`config.mk`:
```
export PLATFORM = sky130hd
export DESIGN_NAME = tt_um_alu_sequencer
export DESIGN_NICKNAME = d
export VERILOG_FILES = /design/src/rtl/tt_um_alu_sequencer.sv
export SDC_FILE = /design/constraint.sdc
export NUM_CORES = 1
export LEC_CHECK = 0
export CORE_ASPECT_RATIO = 1.2
export CORE_MARGIN = 2
export CORE_UTILIZATION = 54
export CTS_CLUSTER_SIZE = 8
export DETAILED_ROUTE_END_ITERATION = 8
export GPL_ROUTABILITY_DRIVEN = 0
export PLACE_DENSITY = 0.87
export SLEW_MARGIN = 0
export SYNTH_ARGS = -nofsm -noshare
export SYNTH_HDL_FRONTEND = slang
export SYNTH_SLANG_ARGS = --single-unit
```
`constraint.sdc`:
```
create_clock -name clk -period 2.7 [get_ports clk]
set_clock_uncertainty 0.15 [all_clocks]
set_input_delay 0.405 -clock clk [delete_from_list [all_inputs] [get_ports clk]]
set_output_delay 0.405 -clock clk [all_outputs]
set_load 0.1 [all_outputs]
```
`src/rtl/tt_um_alu_sequencer.sv`:
```
// rtl/tt_um_alu_sequencer.sv - byte-loaded program buffer replayed into the 4-bit ALU with delay-matched result tags
module tt_um_alu_sequencer #(
   parameter int          DEPTH       = 16,
   parameter int          PC_W        = 4,
   parameter int          ALU_LATENCY = 2,
   parameter logic [3:0]  NOP_OP      = 4'hF
) (
   input  logic            clk,
   input  logic            rst_n,
   input  logic            load_valid,
   input  logic [7:0]      load_data,
   output logic            load_ready,
   input  logic            load_clear,
   input  logic            start,
   input  logic            step_mode,
   input  logic            step,
   input  logic            halt,
   output logic [7:0]      alu_ui,
   output logic [7:0]      alu_uio,
   output logic            busy,
   output logic            done,
   output logic [PC_W:0]   prog_len,
   output logic            res_valid,
   output logic [PC_W-1:0] res_pc
);

   localparam int DCNT_W = $clog2(ALU_LATENCY + 1);

   typedef enum logic [1:0] {S_IDLE, S_RUN, S_DRAIN, S_DONE} state_t;

   state_t              state, state_nxt;
   logic [12:0]         mem [DEPTH];
   logic [7:0]          byte0;
   logic                byte_phase;
   logic [PC_W-1:0]     pc;
   logic [PC_W-1:0]     issue_pc;
   logic                issue_v;
   logic [DCNT_W-1:0]   drain_cnt;
   logic [ALU_LATENCY-1:0] pipe_v;
   logic [PC_W-1:0]     pipe_pc [ALU_LATENCY];
   logic [12:0]         cur;
   logic                load_fire;
   logic                issue_fire;
   logic                last_entry;
   logic                start_ok;
   logic                unused_bits;

   // entry layout: {end, opcode, B, A}
   assign cur         = mem[pc];
   assign load_fire   = load_valid & load_ready;
   assign start_ok    = (state == S_IDLE) & start & ~byte_phase;
   assign issue_fire  = (state == S_RUN) & ~halt & (~step_mode | step);
   assign last_entry  = cur[12] | ({1'b0, pc} == (prog_len - (PC_W+1)'(1)));
   assign unused_bits = ^load_data[6:4];
   assign res_valid   = pipe_v[ALU_LATENCY-1];
   assign res_pc      = pipe_pc[ALU_LATENCY-1];

   always_ff @(posedge clk or negedge rst_n) begin
      if (!rst_n) state <= S_IDLE;
      else        state <= state_nxt;
   end

   always_comb begin
      state_nxt = state;
      case (state)
         S_IDLE:  if (start_ok) state_nxt = (prog_len == '0) ? S_DONE : S_RUN;
         S_RUN: begin
            if (halt)                          state_nxt = S_IDLE;
            else if (issue_fire && last_entry) state_nxt = S_DRAIN;
         end
         S_DRAIN: begin
            if (halt)                                          state_nxt = S_IDLE;
            else if (drain_cnt == DCNT_W'(ALU_LATENCY - 1))    state_nxt = S_DONE;
         end
         default: state_nxt = S_IDLE;
      endcase
   end

   always_comb begin
      busy       = (state != S_IDLE);
      done       = (state == S_DONE);
      load_ready = (state == S_IDLE) && (prog_len < (PC_W+1)'(DEPTH));
   end

   always_ff @(posedge clk or negedge rst_n) begin
      if (!rst_n) begin
         prog_len   <= '0;
         byte_phase <= 1'b0;
         byte0      <= '0;
         pc         <= '0;
         drain_cnt  <= '0;
         issue_v    <= 1'b0;
         issue_pc   <= '0;
         alu_ui     <= '0;
         alu_uio    <= {4'b0, NOP_OP};
      end else begin
         drain_cnt <= (state == S_DRAIN) ? drain_cnt + 1'b1 : '0;
         // clear wins over a byte arriving in the same cycle
         if (state == S_IDLE && load_clear) begin
            prog_len   <= '0;
            byte_phase <= 1'b0;
         end else if (load_fire) begin
            if (!byte_phase) begin
               byte0      <= load_data;
               byte_phase <= 1'b1;
            end else begin
               byte_phase <= 1'b0;
               prog_len   <= prog_len + 1'b1;
            end
         end
         if (start_ok)        pc <= '0;
         else if (issue_fire) pc <= pc + 1'b1;
         issue_v  <= issue_fire;
         issue_pc <= pc;
         if (issue_fire) begin
            alu_ui  <= cur[7:0];
            alu_uio <= {4'b0, cur[11:8]};
         end else begin
            alu_ui  <= '0;
            alu_uio <= {4'b0, NOP_OP};
         end
      end
   end

   always_ff @(posedge clk) begin
      if (load_fire && byte_phase && !load_clear)
         mem[prog_len[PC_W-1:0]] <= {load_data[7], load_data[3:0], byte0};
   end

   // tag pipe matches the ALU's register delay from its input pins to uo_out
   always_ff @(posedge clk or negedge rst_n) begin
      if (!rst_n) begin
         pipe_v <= '0;
         for (int i = 0; i < ALU_LATENCY; i++) pipe_pc[i] <= '0;
      end else begin
         pipe_v[0]  <= issue_v;
         pipe_pc[0] <= issue_pc;
         for (int i = 1; i < ALU_LATENCY; i++) begin
            pipe_v[i]  <= pipe_v[i-1];
            pipe_pc[i] <= pipe_pc[i-1];
         end
      end
   end

endmodule
```
## Word level (Yosys, flattened, before mapping)

Memories as Yosys holds them, arrays and structs flattened.
Index checks and enable logic that the tools add are counted.

- $add $sub $neg: 4
- Order comparisons: 1
- Equality and inequality tests: 8
- Multiplexer cells: 20
- Bitwise gates (word level): 11
- Reductions and logical operators: 15

Operators by type and width:

| operator | number |
|---|---|
| 5-bit two-way mux | 3 |
| 2-bit two-way mux | 7 |
| 4-bit two-way mux | 3 |
| 8-bit two-way mux | 1 |
| 2-bit nonzero test | 4 |
| 2-bit case mux with 3 select lines | 1 |
| 3-bit AND reduction | 2 |
| 5-bit by 1-bit adder with 5-bit output, second input constant | 1 |
| 1-bit bitwise AND | 5 |
| 4-bit by 5-bit equality test with 1-bit output | 1 |
| 1-bit logical AND | 5 |
| 5-bit logical NOT | 1 |
| 5-bit less-than comparator, second input constant | 1 |
| 1-bit two-way mux | 5 |
| 5-bit by 1-bit subtractor with 5-bit output, second input constant | 1 |
| 4-bit by 1-bit adder with 4-bit output, second input constant | 1 |
| 2-bit by 1-bit equality test with 1-bit output, second input constant | 2 |
| 2-bit equality test, second input constant | 2 |
| 1-bit NOT | 4 |
| 3-bit by 2-bit inequality test with 1-bit output, second input constant | 1 |
| 3-bit inequality test, second input constant | 1 |
| 2-bit by 1-bit adder with 2-bit output, second input constant | 1 |
| 2-bit logical NOT | 1 |
| 2-bit inequality test, second input constant | 1 |
| other kinds (3) | 4 |

- Bits in registers: 53
- Bits in writable memories: 208
- Bits of input ports: 16
- Output and inout port bits: 29
- Logic and storage cells: 73
- Memories kept: 1

Memories:

| name | depth | width | rd ports | clocked after Yosys merged registers in | wr ports | RTL line | source |
|---|---|---|---|---|---|---|---|
| mem | 16 | 13 | 1 | 0 | 1 | 32 | `logic [12:0] mem [DEPTH];` |

## Depth between registers and ports, before layout

- Depth after elaboration: 7
- Mapped depth: 6
- Gate-level depth less buffers: 6

## Worst setup path after synthesis

Ideal clock, no wire load.

- Path type: reg-to-reg
- Start point: reg prog_len[4]
- End point: mem mem[3][0] (enable)
- Library setup time: 400 ps
- Data arrival time: 2756 ps
- Required time: 2150 ps
- Setup slack: -605 ps
- Stages on the path, launching flop included: 5
- Buffers on the path: 0
- Period minus slack after synthesis: 3305 ps
- Path through: dfrtp_1 -> nor4b_2 -> and3b_1 -> nand2_1 -> nor3_1

- Cells in the longest elaborated chain, start to end: 7

RTL lines:

| item | RTL line | source |
|---|---|---|
| from (decl) | 22 | `output logic [PC_W:0] prog_len,` |
| from (signal assigned) | 108 | `prog_len <= prog_len + 1'b1;` |
| 5-bit less-than comparator | 82 | `load_ready = (state == S_IDLE) && (prog_len < (PC_W+1)'(DEPTH));` |
| 1-bit logical AND | 82 |  |
| 1-bit bitwise AND | 50 | `assign load_fire = load_valid & load_ready;` |
| 1-bit logical AND (2 in a row) | 126 | `if (load_fire && byte_phase && !load_clear)` |
| 1-bit two-way mux | 126 |  |
| 1-bit two-way mux (not written as such) | 127 | `mem[prog_len[PC_W-1:0]] <= {load_data[7], load_data[3:0], byte0};` |
| to (decl) | 32 |  |

Every way passes these cells.

## Final worst setup path

- Start point: reg pc[0]
- End point: reg alu_ui[7]

- Cells in the longest elaborated chain, start to end: 2

RTL lines:

| item | RTL line | source |
|---|---|---|
| from (decl) | 35 | `logic [PC_W-1:0] pc;` |
| from (signal assigned) | 112 | `else if (issue_fire) pc <= pc + 1'b1;` |
| memory 16 x 13 bit | -- |  |
| 8-bit two-way mux | 115 | `if (issue_fire) begin` |
| to (signal assigned) | 116 | `alu_ui <= cur[7:0];` |
| to (decl) | 18 | `output logic [7:0] alu_ui,` |

Every way passes these cells.
A chain may end at the register's enable or synchronous reset.

==> flow_summary.toml <==
[timing]
finalMaxSlewViolations = 0
worstMarginPinSlew_ns = 1.09
hold_viol_final = 0
fin_crit_ns = 2.43
period_share_pct = 90.1
finalSetupViolCount = 0
rsz0062_at_grt = "false"
max_clock_freq_mhz = 411
relSlewSlack_pct = 27.4

[cts]
cts_resized = 0
cts_tree = "built"
clk_path_buf_depth = 3
clock-sinks = 257
cts_root_buf = "clkbuf_16"
clock_latency_ns = 0.50
cts_buffers = 38
clkSlewWorstSetupHoldPaths_ns = 0.05
h-tree-depth = 2

[synthesis]
yosys_most_used_dff = "edfxtp_1"
ys_seq_area_share_pct = 75.4
ys_ff_latch = 257
yosys_warnings = 0
yosys.area_share.xor_xnor_pct = 1.06
synth_compound_area_share_pct = 1.01
syn_area_sq_mm = 0.00992
synthArstFlopShare_pct = 19.1
synthMuxAreaShare_pct = 15.6
synth-adder-area-share_pct = 0.757
synth-simple-area-share_pct = 4.14
synthDistinctLibCells = 42
synth.avg_cell_area_sq_um = 20.7
synth_top_family_by_area = "multiplexers"
syn_inst = 478
synth_edf_count = 208

[global_route]
track_usage_pct = 24.1
grt_pass1_wl_microns = 34300
grt_max_degree = 58
overflow = 0
grt_pass1_vias = 5360
antenna_found_initial = 2

[setup_path]
path_max_fanout = 16
path_class = "reg -> reg"
critPathLaunchType = "flip-flop"
cp_data_arrival_time_ns = 2.61
cp-end-kind = "flip-flop"
cp.required_ns = 2.88

[drt]
dr_wl_met2_microns = 11400
drc = 0
totalWireLength_microns = 22200
viasPerCell = 6.15
drtPass1Iterations = 5
num_vias = 5003
wl_met3_microns = 1760
drt-met1-wl_microns = 8170
top_layer_used = "met5"
drt_iter0_markers = 583
post_drt_wl_per_cell_microns = 27.2
ant_nets = 0

[final_layout]
finish.utilization_pct = 64.9
layout-drive-gt1-share_pct = 30.4
fin_nets = 582
area_delta_synth_final_pct = 18.6

[pwr]
p_leak_nw = 4.05
swShare_pct = 28.7
total_power_mw = 12.0
p_int_mw = 8.56
p_comb_share_pct = 20.0
p_per_area_mw_per_mm2 = 1020
ir_drop_mv = 0.438
clkPwrFrac_pct = 35.9
sequentialPowerShare_pct = 44.1
p_sw_mw = 3.45

[placement]
place_hpwl_microns = 13200
portBuffers = 40

[run]
maxCapViolCount = 0

[worst_hold_path]
hold_class = "reg -> reg"

[die]
coreArea_sq_mm = 0.0181
start_util_pct = 54.8
fp.dieW_microns = 128
core.rowCount = 54
die_h_microns = 152
io_pins = 45
fp.dieArea_sq_mm = 0.0195

[status]
status = "finished, final reports clean"
-- worst paths after layout --
kind | from | cells after the start | slack, ns | endpoint
hold reg to reg | pipe_pc[6] | 0 | 0.19 | res_pc[2]
min in group asynchronous | rst_n | 2 | 0.41 | prog_len[1]
hold / removal | pipe_pc[6] | 0 | 0.19 | res_pc[2]
max in group asynchronous | rst_n | 3 | 1.23 | issue_v
setup reg to reg | pc[0] | 4 | 0.27 | alu_ui[7]
setup / recovery | pc[0] | 4 | 0.27 | alu_ui[7]
-- critical path, cell delays in order (launching register included) --
cell	delay, ns
dfrtp_4	0.65
buf_12	0.23
mux4_2	0.56
mux4_2	0.49
nor2b_1	0.17
-- cell families (layout without fill, tap and decap cells) --
logic type | Yosys count | after routing
flops | 257 | 257
simple gates | 80 | 80
mux | 72 | 72
buf+inv | 36 | 144
compound gates | 14 | 14
xor+xnor | 12 | 12
fa+ha+maj | 6 | 6
other cells | 1 | 5
-- sequential cells by signal, indices dropped and copies added (netlist names) --
register    flops
byte_phase      1
byte0           8
issue_pc        4
prog_len        5
issue_v         1
pc              4
mem           208
state           2
alu_uio         4
res_pc          4
drain_cnt       2
pipe_pc         4
pipe_v          2
alu_ui          8
-- metal layers --
layer  vias up  track usage (%)
met2       277             39.7
li1       2062                -
met1      2591             32.1
met3        71             4.78
met4         2             9.52
met5         -                0
-- cell usage after synthesis (2+ instances only) --
cell type / count / area, sq um
clkbuf_1: 10 / 37.5
mux4_1: 3 / 78.8
o211ai_1: 2 / 15.0
nand2b_1: 3 / 18.8
nor2b_1: 11 / 68.8
mux2_2: 8 / 90.1
buf_4: 8 / 60.1
nand2_1: 12 / 45.0
dfrtp_1: 45 / 1130
xnor2_1: 7 / 61.3
ha_1: 6 / 75.1
mux4_2: 61 / 1370
a31oi_1: 2 / 12.5
inv_1: 8 / 30.0
dfstp_2: 4 / 105
xor2_1: 5 / 43.8
buf_2: 6 / 30.0
or2_1: 4 / 25.0
nor3_1: 4 / 20.0
and2_1: 2 / 12.5
a21oi_1: 3 / 15.0
edfxtp_1: 208 / 6250
nor2_1: 27 / 101
nand3_1: 6 / 30.0
buf_6: 2 / 22.5
nor3b_1: 2 / 15.0
and3b_1: 2 / 17.5
and3_1: 3 / 18.8
-- cells in the final DEF, fill, tap and decap left out, types with 2 or more instances in the layout --
master | Yosys | final
edfxtp_1 | 208 | 208
mux4_2 | 61 | 61
buf_4 | 8 | 48
dfrtp_1 | 45 | 43
clkbuf_16 | 0 | 39
clkbuf_1 | 10 | 28
nor2_1 | 27 | 22
clkdlybuf4s50_1 | 0 | 14
nand2_1 | 12 | 12
nor2b_1 | 11 | 11
inv_1 | 8 | 8
mux2_2 | 8 | 8
xnor2_1 | 7 | 7
nand3_1 | 6 | 6
ha_1 | 6 | 6
nor2_2 | 0 | 5
xor2_1 | 5 | 5
or2_1 | 4 | 4
conb_1 | 1 | 4
dfstp_2 | 4 | 4
nand2b_1 | 3 | 3
mux4_1 | 3 | 3
and3_1 | 3 | 3
a21oi_1 | 3 | 3
buf_12 | 1 | 3
and2_1 | 2 | 2
nor3b_1 | 2 | 2
and3b_1 | 2 | 2
nor3_2 | 0 | 2
o211ai_1 | 2 | 2
a31oi_1 | 2 | 2
-- what timing repair did --
action | in CTS | in global routing
buffers inserted | 0 | 0
hold buffers | 1 | 0
endpoints found under the hold margin | 31 | 0
-- power groups by stage --
stage	registers (mW)	clock network [mW]	logic, mW
after global placement	5.32	0	2.29
after CTS	5.31	4.34	2.42
after global routing	5.37	4.50	2.52
after floorplan	5.30	0	1.71
after detailed placement	5.38	0	2.37
final	5.30	4.31	2.40
-- cell type report --
cell class / count / area (sq um)
Fill cell: 1096 / 6350
Clock buffer: 67 / 1080
Sequential cell: 257 / 7480
Inverter: 8 / 30.0
Tap cell: 224 / 280
Clock inverter: 2 / 17.5
Antenna cell: 1 / 2.50
Timing Repair Buffer: 67 / 576
Multi-Input combinational cell: 188 / 2290
-- metrics by stage --
| stage | setup TNS (ns) | std cells | worst slack [ns] | hold WS, ns | cell area, sq um |
|---|---|---|---|---|---|
| after global placement | 0 | 743 | 0.275 | 0.186 | 10600 |
| after detailed placement | 0 | 743 | 0.227 | 0.188 | 10600 |
| after floorplan | -20.80 | 481 | -0.190 | -0.0406 | 9970 |
| after global routing | 0 | 813 | 0.159 | 0.204 | 11800 |
| after CTS | 0 | 813 | 0.247 | 0.199 | 11800 |
| final | 0 | 814 | 0.269 | 0.190 | 11800 |
Note: power is estimated with default switching activity, not from simulation.
